## src/rtl/scan_crypt_pkg.sv

```systemverilog
// Shared types and defaults for the scan-path cipher streaming block.
// Holds FSM state enums, CRC defaults and the counter-width helper.
package scan_crypt_pkg;

  typedef enum logic {
    CAP_FILL    = 1'b0,
    CAP_HANDOFF = 1'b1
  } cap_state_e;

  typedef enum logic {
    OUT_EMPTY = 1'b0,
    OUT_SHIFT = 1'b1
  } out_state_e;

  localparam logic [15:0] DEF_SIG_POLY = 16'h1021;
  localparam logic [15:0] DEF_SIG_INIT = 16'hFFFF;

  // Counters must hold the value BLOCK_W itself, hence the +1.
  function automatic int cnt_w(input int block_w);
    return $clog2(block_w + 1);
  endfunction

endpackage

```

## src/rtl/scan_crc_accum.sv

```systemverilog
// Bit-serial MSB-first CRC accumulator; clr reloads the seed and wins over en.
module scan_crc_accum #(
  parameter int               SIG_W    = 16,
  parameter logic [SIG_W-1:0] SIG_POLY = SIG_W'(16'h1021),
  parameter logic [SIG_W-1:0] SIG_INIT = SIG_W'(16'hFFFF)
) (
  input  logic             clk,
  input  logic             reset_n,
  input  logic             en,
  input  logic             clr,
  input  logic             bit_in,
  output logic [SIG_W-1:0] sig
);

  logic fb;

  assign fb = sig[SIG_W-1] ^ bit_in;

  always_ff @(posedge clk or negedge reset_n) begin
    if (!reset_n) begin
      sig <= SIG_INIT;
    end else if (clr) begin
      sig <= SIG_INIT;
    end else if (en) begin
      sig <= {sig[SIG_W-2:0], 1'b0} ^ (fb ? SIG_POLY : '0);
    end
  end

endmodule

```

## src/rtl/scan_crypt_stream.sv

```systemverilog
// Double-buffered scan SIPO -> external cipher -> PISO with running CRC and bypass.
// Capture and output FSMs run independently so a block can fill while the previous one drains.
module scan_crypt_stream
  import scan_crypt_pkg::*;
#(
  parameter int               BLOCK_W  = 128,
  parameter int               SIG_W    = 16,
  parameter logic [SIG_W-1:0] SIG_POLY = SIG_W'(DEF_SIG_POLY),
  parameter logic [SIG_W-1:0] SIG_INIT = SIG_W'(DEF_SIG_INIT)
) (
  input  logic               clk,
  input  logic               reset_n,
  input  logic               en,
  input  logic               start,
  input  logic               bypass,
  input  logic               serial_in,
  output logic               serial_out,
  output logic [BLOCK_W-1:0] blk_data_o,
  output logic               blk_valid_o,
  input  logic               blk_ready_i,
  input  logic [BLOCK_W-1:0] res_data_i,
  input  logic               res_valid_i,
  output logic               res_ready_o,
  output logic               frame_done,
  output logic               ovf,
  output logic               busy,
  output logic [SIG_W-1:0]   sig_o,
  output cap_state_e         cap_state_dbg,
  output out_state_e         out_state_dbg
);

  // Handshakes: a transfer happens on a cycle where valid & ready are both high;
  // valid holds with stable data until it does, ready never depends on valid.

  localparam int              CW       = cnt_w(BLOCK_W);
  localparam logic [CW-1:0]   CNT_LAST = CW'(BLOCK_W - 1);
  localparam logic [CW-1:0]   CNT_FULL = CW'(BLOCK_W);
  localparam logic [CW-1:0]   CNT_ONE  = CW'(1);

  cap_state_e         cap_state, cap_next;
  out_state_e         out_state, out_next;
  logic [BLOCK_W-1:0] in_sr, out_sr;
  logic [CW-1:0]      in_cnt, out_cnt;
  logic               bypass_q, bypass_eff, byp_bit;
  logic               step, bit_take, cap_hs, out_load, out_step;

  assign step = en & start;
  // Mode can only change at a block boundary (both counters empty) or during abort.
  assign bypass_eff = (!start || (in_cnt == '0 && out_cnt == '0)) ? bypass : bypass_q;

  assign blk_valid_o   = (cap_state == CAP_HANDOFF) & start;
  assign blk_data_o    = in_sr;
  assign res_ready_o   = (out_state == OUT_EMPTY) & ~bypass_q;
  assign serial_out    = bypass_q ? byp_bit : ((out_state == OUT_SHIFT) & out_sr[BLOCK_W-1]);
  assign busy          = (in_cnt != '0) | (cap_state == CAP_HANDOFF) | (out_state == OUT_SHIFT);
  assign cap_state_dbg = cap_state;
  assign out_state_dbg = out_state;

  always_ff @(posedge clk or negedge reset_n) begin
    if (!reset_n) begin
      cap_state <= CAP_FILL;
      out_state <= OUT_EMPTY;
    end else begin
      cap_state <= cap_next;
      out_state <= out_next;
    end
  end

  always_comb begin
    cap_next = cap_state;
    out_next = out_state;
    bit_take = 1'b0;
    cap_hs   = 1'b0;
    out_load = 1'b0;
    out_step = 1'b0;
    case (cap_state)
      CAP_FILL: begin
        bit_take = step;
        if (step && !bypass_eff && in_cnt == CNT_LAST) cap_next = CAP_HANDOFF;
      end
      CAP_HANDOFF: begin
        cap_hs = blk_valid_o & blk_ready_i;
        if (cap_hs) cap_next = CAP_FILL;
      end
      default: cap_next = CAP_FILL;
    endcase
    case (out_state)
      OUT_EMPTY: begin
        out_load = res_valid_i & res_ready_o;
        if (out_load) out_next = OUT_SHIFT;
      end
      OUT_SHIFT: begin
        out_step = step;
        if (!start || (step && out_cnt == CNT_ONE)) out_next = OUT_EMPTY;
      end
      default: out_next = OUT_EMPTY;
    endcase
    if (!start) cap_next = CAP_FILL;
  end

  always_ff @(posedge clk or negedge reset_n) begin
    if (!reset_n) begin
      in_sr      <= '0;
      out_sr     <= '0;
      in_cnt     <= '0;
      out_cnt    <= '0;
      bypass_q   <= 1'b0;
      byp_bit    <= 1'b0;
      frame_done <= 1'b0;
      ovf        <= 1'b0;
    end else begin
      bypass_q   <= bypass_eff;
      frame_done <= out_step && (out_cnt == CNT_ONE);
      if (!start) ovf <= 1'b0;
      else if (cap_state == CAP_HANDOFF && en) ovf <= 1'b1;
      // In bypass the counter only marks block boundaries, so it rolls over instead of handing off.
      if (!start || cap_hs) in_cnt <= '0;
      else if (bit_take) in_cnt <= (bypass_eff && in_cnt == CNT_LAST) ? '0 : in_cnt + CNT_ONE;
      if (bit_take && !bypass_eff) in_sr <= {in_sr[BLOCK_W-2:0], serial_in};
      if (out_load) begin
        out_sr  <= res_data_i;
        out_cnt <= CNT_FULL;
      end else if (!start) begin
        out_cnt <= '0;
      end else if (out_step) begin
        out_sr  <= {out_sr[BLOCK_W-2:0], 1'b0};
        out_cnt <= out_cnt - CNT_ONE;
      end
      if (!start) byp_bit <= 1'b0;
      else if (step && bypass_eff) byp_bit <= serial_in;
    end
  end

  scan_crc_accum #(
    .SIG_W   (SIG_W),
    .SIG_POLY(SIG_POLY),
    .SIG_INIT(SIG_INIT)
  ) u_crc (
    .clk    (clk),
    .reset_n(reset_n),
    .en     (bit_take),
    .clr    (~start),
    .bit_in (serial_in),
    .sig    (sig_o)
  );

endmodule
```

## config.mk

```make
export PLATFORM = sky130hd
export DESIGN_NAME = scan_crypt_stream
export DESIGN_NICKNAME = d
export VERILOG_FILES = /design/src/rtl/scan_crypt_pkg.sv /design/src/rtl/scan_crc_accum.sv /design/src/rtl/scan_crypt_stream.sv
export SDC_FILE = /design/constraint.sdc
export NUM_CORES = 1
export LEC_CHECK = 0
export ABC_AREA = 1
export CAP_MARGIN = 0
export CORE_UTILIZATION = 51
export CTS_BUF_LIST = sky130_fd_sc_hd__clkbuf_16
export DETAILED_ROUTE_END_ITERATION = 16
export HOLD_SLACK_MARGIN = 0.05
export PLACE_DENSITY = 0.86
export SLEW_MARGIN = 30
export SYNTH_ARGS = -nofsm -noshare
export SYNTH_HDL_FRONTEND = slang
export SYNTH_SLANG_ARGS = --single-unit
export TNS_END_PERCENT = 50
```

## constraint.sdc

```tcl
create_clock -name clk -period 1.94 [get_ports clk]
set_input_delay 0.291 -clock clk [delete_from_list [all_inputs] [get_ports clk]]
set_output_delay 0.291 -clock clk [all_outputs]
set_load 0.005 [all_outputs]
```

After elaboration in Yosys (flattened, before gate mapping)
Index checks and enable logic that the tools add are counted.
{ "word_totals": {"regBits": 294, "inputBits": 136} }
{ "classes": {"n_addsub": 2, "eq_ne": 6, "n_mux": 29, "bitwise": 13, "reduce_logical": 21} }
{ "op_table": {"columns": ["cell", "count"], "rows": [
  ["2-to-1 mux 128 bit", 3],
  ["2-to-1 mux 8 bit", 6],
  ["2-to-1 mux 16 bit", 2],
  ["zero test 8 bit", 2],
  ["XOR 16 bit", 1],
  ["2-to-1 mux 1 bit", 15],
  ["2-to-1 mux 13 bit", 1],
  ["logical AND 1 bit", 9],
  ["adder 8 x 1 -> 8 bit, second input constant", 1],
  ["equality test 8 x 1 -> 1 bit, second input constant", 1],
  ["equality test 8 x 7 -> 1 bit, second input constant", 1],
  ["nonzero test 8 bit", 1],
  ["subtractor 8 x 1 -> 8 bit, second input constant", 1],
  ["bitwise AND 1 bit", 6],
  ["inequality test 2 x 1 -> 1 bit, second input constant", 3],
  ["nonzero test 2 bit", 3],
  ["case mux 1 bit (2 select lines)", 2],
  ["logical OR 1 bit", 3],
  ["inequality test 3 x 1 -> 1 bit, second input constant", 1],
  ["NOT 1 bit", 3],
  ["zero test 1 bit", 2],
  ["OR 1 bit", 2],
  ["AND reduction 2 bit", 1],
  ["XOR 1 bit", 1]
]} }

Depth between registers and ports, before layout
{ "depth": {"word_depth": 10, "ltp_mapped": 13} }

By module
Synthesis repeated with hierarchy kept, for this count alone.
{ "hier_totals": {"hier_cells": 1275, "area_unflattened_um2": 12879.9} }
{ "modules_own_cells": {"columns": ["module", "instances", "cells_each", "area_per_inst_um2", "seq_area_each_um2"], "rows": [
  ["scan_crypt_stream", 1, 1208, 12135.4, 6956.7],
  ["scan_crc_accum", 1, 67, 744.5, 420.4]
]} }

Worst setup path before layout
Ideal clock, no wire load.
{ "synth_timing": {"kind": "flip-flop to flip-flop", "startpoint": "register in_cnt[0]", "endpoint": "register in_sr[66] (netlist: blk_data_o[66])", "setup_ns": 0.123, "arrival_ns": 1.492, "t_required_ns": 1.817, "setup_slack_ns": 0.325, "path_stages_with_launch": 14, "path_buffers": 2, "cell_sequence": "dfrtp_1 inv_1 ha_1 nand2_1 nor2_1 nand2_1 nand2_1 nand2_2 nand2_4 nor2_4 buf_6 buf_8 nand2_2 nand2_1"} }
{ "synth_via": {"elab_chain_cells": 6} }
{ "synth_lines": {"columns": ["element", "line", "text"], "rows": [
  ["from (decl)", "scan_crypt_stream.sv:43", "logic [CW-1:0] in_cnt, out_cnt;"],
  ["from (signal assigned)", "scan_crypt_stream.sv:118", "else if (bit_take) in_cnt <= (bypass_eff && in_cnt == CNT_LAST) ? '0 : in_cnt + CNT_ONE;"],
  ["zero test 8 bit", "scan_crypt_stream.sv:49", "assign bypass_eff = (!start || (in_cnt == '0 && out_cnt == '0)) ? bypass : bypass_q;"],
  ["logical AND 1 bit", "scan_crypt_stream.sv:49", null],
  ["logical OR 1 bit", "scan_crypt_stream.sv:49", null],
  ["2-to-1 mux 1 bit", "scan_crypt_stream.sv:49", null],
  ["zero test 1 bit", "scan_crypt_stream.sv:119", "if (bit_take && !bypass_eff) in_sr <= {in_sr[BLOCK_W-2:0], serial_in};"],
  ["logical AND 1 bit", "scan_crypt_stream.sv:119", null],
  ["to (signal assigned)", "scan_crypt_stream.sv:119", null],
  ["to (decl)", "scan_crypt_stream.sv:42", "logic [BLOCK_W-1:0] in_sr, out_sr;"]
]} }
No other way between the ends.
A chain may end at the register's enable or synchronous reset.

Final worst setup path
{ "layout_timing": {"startpoint": "input port start", "endpoint": "output port blk_valid_o"} }
{ "layout_via": {"elab_chain_cells": 1} }
{ "layout_lines": {"columns": ["element", "line", "text"], "rows": [
  ["from (decl)", "scan_crypt_stream.sv:14", "input logic start,"],
  ["bitwise AND 1 bit", "scan_crypt_stream.sv:51", "assign blk_valid_o = (cap_state == CAP_HANDOFF) & start;"],
  ["to (decl)", "scan_crypt_stream.sv:19", "output logic blk_valid_o,"]
]} }
No other way between the ends.

==> key figures <==
Clock tree
  • H-tree depth reported by CTS: 1
  • Clock tree buffer depth: 3
  • CTS Sinks: 294
  • CTS tree: built
  • Worst-path clk slew: 60 ps
  • Total CTS buffers: 31
  • Worst-Skew Late Latency: 540 ps
  • Clock root cell: clkbuf_16

Setup path
  • Slowest-stage cell, CP: clkdlybuf4s50_1
  • Setup crit end kind: primary output
  • Most common cell on crit path: clkdlybuf4s50_1
  • WP data required: 1650 ps
  • Max incr delay on CP: 500 ps
  • Worst setup path category: in2out
  • Startpoint Class: primary input
  • CP Data Arrival Time: 1630 ps
  • Crit-path max FO: 7
  • CP cell instances: clkdlybuf4s50_1, buf_6, buf_4, nand2_1, inv_1, clkdlybuf4s50_1

Logic synthesis
  • Ys flop type: dfrtp_1
  • Syn. warnings: 0
  • Average size of a mapped cell: 9.39 µm²
  • Post-synth EDFFs: 0
  • Syn_nets: 1490
  • Synth Cell Area: 0.0127 mm²
  • Synthesis-stage register bit count: 294
  • Cell count after synthesis: 1349
  • Synth unique cells: 37
  • Share of flip-flops with an asynchronous set or reset: 100%
  • Seq/Total Area, Yosys: 58.2%

Power
  • Seq pwr share: 44.1%
  • Peak supply drop: 0.715 mV
  • Clock power frac: 29.3%
  • Sw Share: 31.5%
  • Pwr Total: 19.5 mW
  • Pleak: 8.53 nW
  • Combinational share of power: 26.6%
  • Switching power: 6.13 mW
  • Power Density: 1130 mW/mm²
  • Cell Int Power: 13.3 mW

Routing
  • DR pass1 iterations: 5
  • Via Count: 11100
  • DRT iter0 DRCs: 951
  • Routed WL per cell: 17.1 µm
  • Via/cell ratio: 5.58
  • Drt drc: 0
  • Detailed-route wire length: 34.0 mm
  • Detail Route Antenna Nets: 0

STA
  • Fmax: 521 MHz
  • Setup_tns: 0 ps
  • Max transition margin: 64.6%
  • Final setup violating endpoints: 0
  • Least-Margin Pin Slew: 531 ps
  • RSZ-0062 raised after global routing: yes
  • Hold Vio Cnt, Final: 0
  • Final cycle utilization of the critical path: 99.0%
  • Final clock skew: 11.3 ps
  • Slew Limit Fails: 0
  • Shortest period the worst path allows: 1920 ps

GRT
  • Vias in the first global route: 10900
  • Initial antenna violation count: 0
  • Total grt overflow: 0
  • Total GRT Usage: 26.2%
  • First-pass GRT wire length: 55.0 mm
  • Largest net degree at the start of global routing: 102

Floorplanning
  • Die Span X: 160 µm
  • Die extent in y: 160 µm
  • Die footprint: 0.0255 mm²
  • # IOs: 288
  • Initial Util: 52.1%
  • Core area: 0.0243 mm²
  • Cell Rows: 57

Final layout
  • Commonest non-fill, non-tap cells in the layout: 276 x dfrtp_1, 276 x clkdlybuf4s50_1, 273 x nand2_1
  • Fin nets: 1778
  • Fill count: 1665
  • Share of post-route cells with drive strength above 1: 10.4%
  • P&R area growth vs syn: 36.3%
  • Inserted Diodes: 0

Place
  • DP HPWL: 22.2 mm
  • # port buffers: 287
  • Final GP Congestion: 0.882

Min path
  • Hold WC Path Type: in2async

Status
  • Outcome: complete, no violations

Run
  • Max-cap violations: 0
==> area by class of cell <==
class                           count  area (µm²)  area share [%]
Clock inverter                     24         164           0.949
Sequential cell                   294        7380            42.7
Timing Repair Buffer              356        3750            21.7
Multi-Input combinational cell    784        4110            23.8
Tap cell                          324         405            2.35
Inverter                          170         638            3.70
Clock buffer                       33         826            4.78
==> critical path: cells and delay by family <==
kind          cells  cell delay [ps]
buf+inv           5             1300
simple gates      1               40
==> layer usage <==
| metal | global-route usage (%) | vias to the layer above | routed length (µm) |
|---|---|---|---|
| li1 | - | 5153 | - |
| met1 | 34.0 | 5388 | 13800 |
| met2 | 42.8 | 418 | 16600 |
| met3 | 3.99 | 121 | 1720 |
| met4 | 13.5 | 0 | 1860 |
| met5 | 0 | - | 0 |
==> state kept, by name (all words and copies together) (netlist names) <==
name           flops
blk_data_o       128
byp_bit            1
bypass_q           1
cap_state_dbg      1
frame_done         1
in_cnt             8
out_cnt            8
out_sr           128
out_state_dbg      1
ovf                1
u_crc.sig         16
==> timing repair <==
action / CTS / global route
endpoints found under the setup margin: 3 / 140
gates cloned: 0 / 1
hold endpoints to repair: 54 / 0
pin swaps: 1 / 2
gates resized for setup: 6 / 29
hold buffers: 1 / 0
setup buffers: 0 / 2
==> power by group through the flow <==
stage | sequential, mW | combinational [mW] | clock (mW)
after floorplan | 8.42 | 3.36 | 0
after global placement | 8.56 | 4.78 | 0
after detailed placement | 8.62 | 5.01 | 0
after CTS | 8.56 | 5.06 | 5.82
after global routing | 8.76 | 5.76 | 6.09
final | 8.60 | 5.18 | 5.70
==> logic make-up after synthesis <==
kind of cell	count (synthesis)	synth area share, %
AO/OA/AOI/OAI	431	19.8
XOR/XNOR	8	0.553
adder cells (fa/ha/maj)	5	0.494
buffers and inverters	271	9.92
flip-flops	294	58.2
AND/OR/NAND/NOR	340	11.0
==> cell usage after synthesis (all sizes together), types with 5 or more instances <==
master	n	share of area, %
nor3	6	0.24
ha	5	0.49
o21ai	154	6.1
nand3	9	0.40
nor2	27	1.1
a31oi	125	6.2
buf	71	3.9
inv	170	5.0
xor2	6	0.41
nand2	294	9.1
a21oi	14	0.55
o22ai	126	6.2
clkbuf	30	0.95
dfrtp	278	55
a22oi	6	0.36
dfstp	16	3.3
==> through the flow <==
step | instance area (µm²) | setup slack [ps] | util (%) | instances | hold WS, ps
floorplan | 12700 | 325 | - | 1349 | -4.59
global placement | 16200 | -16.7 | 66.4 | 1924 | 264
detailed placement | 16200 | -111 | 66.4 | 1924 | 264
CTS | 17200 | -71.8 | 70.6 | 1982 | 276
global route | 17300 | -59.9 | 71.0 | 1985 | 310
finish | 17300 | 19.1 | 71.0 | 1985 | 276
==> worst paths after layout <==
check / from / endpoint / slack (ps) / cells after the start
worst max-delay path: start / blk_valid_o / 20 / 6
worst min-delay path: reset_n / out_sr[19]$_DFFE_PN0P_ / 280 / 2
worst max register to register: in_cnt[0]$_DFFE_PN0P_ / blk_data_o[70]$_DFFE_PN0P_ / 60 / 11
worst min register to register: blk_data_o[1]$_DFFE_PN0P_ / blk_data_o[2]$_DFFE_PN0P_ / 490 / 2
max in group asynchronous: reset_n / blk_data_o[102]$_DFFE_PN0P_ / 940 / 3
min in group clk: res_data_i[0] / out_sr[0]$_DFFE_PN0P_ / 350 / 3
Note: power is estimated with default switching activity, not from simulation.
==> variant 1 (config.mk and constraints unchanged) <==
Reset style: synchronous (`reset_n`), changed in 3 clocked blocks.
--- a/src/rtl/scan_crc_accum.sv
+++ b/src/rtl/scan_crc_accum.sv
@@ -18,3 +18,3 @@
 
-  always_ff @(posedge clk or negedge reset_n) begin
+  always_ff @(posedge clk) begin
     if (!reset_n) begin
--- a/src/rtl/scan_crypt_stream.sv
+++ b/src/rtl/scan_crypt_stream.sv
@@ -58,3 +58,3 @@
 
-  always_ff @(posedge clk or negedge reset_n) begin
+  always_ff @(posedge clk) begin
     if (!reset_n) begin
@@ -100,3 +100,3 @@
 
-  always_ff @(posedge clk or negedge reset_n) begin
+  always_ff @(posedge clk) begin
     if (!reset_n) begin
Function: differs if reset_n is asserted again (counterexample within 4 cycles, from zero or initial values and one cycle with reset_n low); with reset_n held inactive, the same outputs for 4 cycles.
==> variant 1 against the unedited design <==
- sequential cell count unchanged
- setup slack got worse by 0.017 ns
- hold slack got worse by 0.076 ns
- cell area decreased by 2.4%
- routed wire length decreased by 2.9%
- area after synthesis decreased by 3.1%
- highest routed layer unchanged
Power is not compared: it rests on default switching activity, and its combinational part moved more than twofold at a synthesized area within 25%.
==> variant 1: results (changes against the unedited design) <==
| Metric | Value |
|---|---|
| Status | `finished, final reports clean (unchanged)` |
| Met2 WL | `16,100 um (was 16,600 um)` |
| Filler instances | `1,752 (was 1,665)` |
| Setup WS pre-CTS | `-0.0518 ns (was -0.111 ns)` |
| RD Place Congestion | `0.849 (was 0.882)` |
| Syn Nets | `1,898 (was 1,490)` |
| Cell Count Post-Placement | `2,300 (was 1,924)` |
| Max incr delay on CP | `0.36 ns (was 0.50 ns)` |
| Placed Area | `15,500 um2 (was 16,200 um2)` |
| Global routing usage on met1 | `30.1% (was 34.0%)` |
| Fin area | `16,900 um2 (was 17,300 um2)` |
| Layout cells sized above 1 | `7.21% (was 10.4%)` |
| I/O Buffers | `287 (unchanged)` |
| Hold Path Class | `in2reg (was in2async)` |
| WL met3 | `2600 um (was 1720 um)` |
| Routed Wire Length | `33,000 um (was 34,000 um)` |
| Reg clk slew, reported paths | `0.06 ns (about the same)` |
| Total GRT Usage | `24.7% (was 26.2%)` |
| Mean Syn Cell Area | `6.99 um2 (was 9.39 um2)` |
| Crit path max-delay cell type | `dfxtp_2 (was clkdlybuf4s50_1)` |
| Ys flop type | `dfxtp_1 (was dfrtp_1)` |
| Met2 usage | `43.4% (was 42.8%)` |
| Met3 GRT Util | `5.01% (was 3.99%)` |
| Vias post-DR | `12,200 (was 11,100)` |
| Final Non-Filler Cells | `2,372 (was 1,985)` |
| Post-DP HPWL | `21,200 um (was 22,200 um)` |
| Crit path arrival time | `2.37 ns (was 1.63 ns)` |
| First-pass GRT wire length | `50,700 um (was 55,000 um)` |
| Synth top cells by count | `nand2_1 (572), dfxtp_1 (294), nor2_1 (280) (was nand2_1 (280), dfrtp_1 (278), inv_1 (166))` |
| Register area share after synthesis | `47.9% (was 58.2%)` |
| Critical Path Fanout Max | `20 (was 7)` |
| Measured slew at the worst slew-check pin | `0.559 ns (was 0.531 ns)` |
| Async SR Flop Fraction | `0% (was 100%)` |
| Gate family responsible for the most delay along the worst path | `simple AND/OR/NAND/NOR gates (was buffers and inverters)` |
| WL met1 | `13,400 um (was 13,800 um)` |
| Final nets | `2,171 (was 1,778)` |
| Final hold viol count | `0 (unchanged)` |
| Max Root-Sink Buffers | `3 (unchanged)` |
| Clock skew after layout | `0.0107 ns (was 0.0113 ns)` |
| Largest net degree at the start of global routing | `130 (was 102)` |
| Drt initial violations | `818 (was 951)` |
| Yosys cell types | `34 (was 37)` |
==> variant 1: cell count changes after synthesis, sizes merged, moves of 13 or more <==
cell / delta
buf: -16
nor2: +255
clkbuf: +32
dfrtp: -278
nand3: +142
dfstp: -16
nand2: +280
o22ai: -126
inv: -13
dfxtp: +294
o21ai: -151
==> variant 1: path summary, 6_finish.rpt <==
kind | from | endpoint | slack (ns) | cells after the start
setup / recovery | out_cnt[0] | blk_data_o[31] | 0.002 | 12
hold / removal | res_valid_i | out_state_dbg | 0.20 | 4
hold reg to reg | out_sr[1] | out_sr[1] | 0.48 | 2
setup reg to reg | out_cnt[0] | blk_data_o[31] | 0.002 | 12
==> variant 1: power by group through the flow <==
stage / clock network, mW / logic, mW / registers (mW)
floorplan: 0 / 1.10 / 6.77
global placement: 0 / 1.99 / 6.80
detailed placement: 0 / 2.07 / 6.81
CTS: 5.55 / 2.10 / 6.69
global route: 5.81 / 2.42 / 6.73
finish: 5.47 / 2.19 / 6.70
==> variant 1: logic make-up after synthesis <==
group           after synthesis  share of synthesized area [%]
flops                       294                           47.9
fa+ha+maj                     5                          0.510
simple gates               1025                           33.4
compound gates              151                           7.58
buf+inv                     275                           10.0
xor+xnor                      7                          0.499
==> variant 1: area by class of cell <==
type | count | share of cell area, %
Clock buffer | 31 | 4.60
Sequential cell | 294 | 35.0
Antenna cell | 1 | 0.0148
Multi-Input combinational cell | 1188 | 31.0
Timing Repair Buffer | 357 | 22.6
Clock inverter | 24 | 0.935
Inverter | 158 | 3.54
Tap cell | 319 | 2.37
==> variant 1: what timing repair did <==
item / in CTS / in global routing
endpoints found under the setup margin: 22 / 109
buffers inserted: 1 / 5
hold endpoints to repair: 1 / 0
gates cloned: 1 / 8
hold buffers: 1 / 0
pin swaps: 2 / 9
gates resized for setup: 8 / 34
==> variant 2 (config.mk and constraints unchanged) <==
Made on the original files. `SIG_W` is set to 16 in 2 places; all go to 18.
--- a/src/rtl/scan_crc_accum.sv
+++ b/src/rtl/scan_crc_accum.sv
@@ -2,3 +2,3 @@
 module scan_crc_accum #(
-  parameter int               SIG_W    = 16,
+  parameter int               SIG_W    = 18,
   parameter logic [SIG_W-1:0] SIG_POLY = SIG_W'(16'h1021),
--- a/src/rtl/scan_crypt_stream.sv
+++ b/src/rtl/scan_crypt_stream.sv
@@ -6,3 +6,3 @@
   parameter int               BLOCK_W  = 128,
-  parameter int               SIG_W    = 16,
+  parameter int               SIG_W    = 18,
   parameter logic [SIG_W-1:0] SIG_POLY = SIG_W'(DEF_SIG_POLY),
Interface: changed (resized sig_o); port bits go from 288 to 290. The function was not compared with the original's and may differ.
==> variant 2 against the unedited design <==
- setup slack gained 0.030 ns
- cell area grew 0.68%
- area after synthesis shrank 0.31%
- global-route usage grew 0.91 points
- synthesized cell count is essentially flat
- routed wire length grew 0.80%
- fmax grew 1.6%
- sequential power grew 1%
- sequential share of layout area is essentially flat
- sequential cell count grew 2
- clock skew grew 0.0045 ns
- total power grew 0.88%
==> variant 2: results (changes against the unedited design) <==
| Metric | Value |
|---|---|
| Crit path max-delay cell type | `dfstp_2 (was clkdlybuf4s50_1)` |
| I/O Buffers | `289 (was 287)` |
| Clock skew after layout | `0.0159 ns (was 0.0113 ns)` |
| Max incr delay on CP | `0.54 ns (was 0.50 ns)` |
| Syn Nets | `1,491 (was 1,490)` |
| Drt initial violations | `981 (was 951)` |
| Leak pwr | `8.59 nW (was 8.53 nW)` |
| Cell Count Post-Placement | `1,941 (was 1,924)` |
| Hold Path Class | `in2reg (was in2async)` |
| Status | `finished, final reports clean (unchanged)` |
| Adder-Cell Fraction of Synth Area | `0.495% (was 0.494%)` |
| P_int | `13.4 mW (was 13.3 mW)` |
| Critical Path Fanout Max | `2 (was 7)` |
| Syn Inst Count | `1,350 (was 1,349)` |
| Gate family responsible for the most delay along the worst path | `flip-flops (was buffers and inverters)` |
| Diode count | `1 (was 0)` |
| Final Non-Filler Cells | `2,007 (was 1,985)` |
| Total GRT Usage | `27.1% (was 26.2%)` |
| Met2 WL | `17,100 um (was 16,600 um)` |
| Placed Area | `16,300 um2 (was 16,200 um2)` |
| Power, Total | `19.7 mW (was 19.5 mW)` |
| Mapped Area | `12,600 um2 (was 12,700 um2)` |
| Setup WS pre-CTS | `-0.0892 ns (was -0.111 ns)` |
| WL met1 | `14,100 um (was 13,800 um)` |
| Worst vdd ir | `0.788 mV (was 0.715 mV)` |
| Clock group share of total power | `28.8% (was 29.3%)` |
==> variant 2: path summary, 6_finish.rpt <==
path / startpoint / endpoint / slack (ns) / cells after the start
hold / removal: start / u_crc.sig[6] / 0.24 / 3
max in group asynchronous: reset_n / out_sr[98] / 0.89 / 3
min in group asynchronous: reset_n / out_sr[46] / 0.31 / 2
hold reg to reg: blk_data_o[75] / blk_data_o[76] / 0.49 / 2
setup / recovery: u_crc.sig[9] / sig_o[9] / 0.05 / 1
setup reg to reg: out_cnt[0] / blk_data_o[83] / 0.12 / 12
==> variant 2: repair_timing <==
item	in CTS	in global routing
endpoints found under the hold margin	56	0
gates resized for setup	15	32
pin swaps	3	2
hold buffers	1	0
endpoints found under the setup margin	5	129
cloned	0	1
setup buffers	2	4
==> variant 2: routing by layer <==
layer,up-vias,track usage [%]
met4,0,11.8
li1,5218,-
met2,421,45.3
met3,112,3.49
met5,-,0
met1,5443,35.7
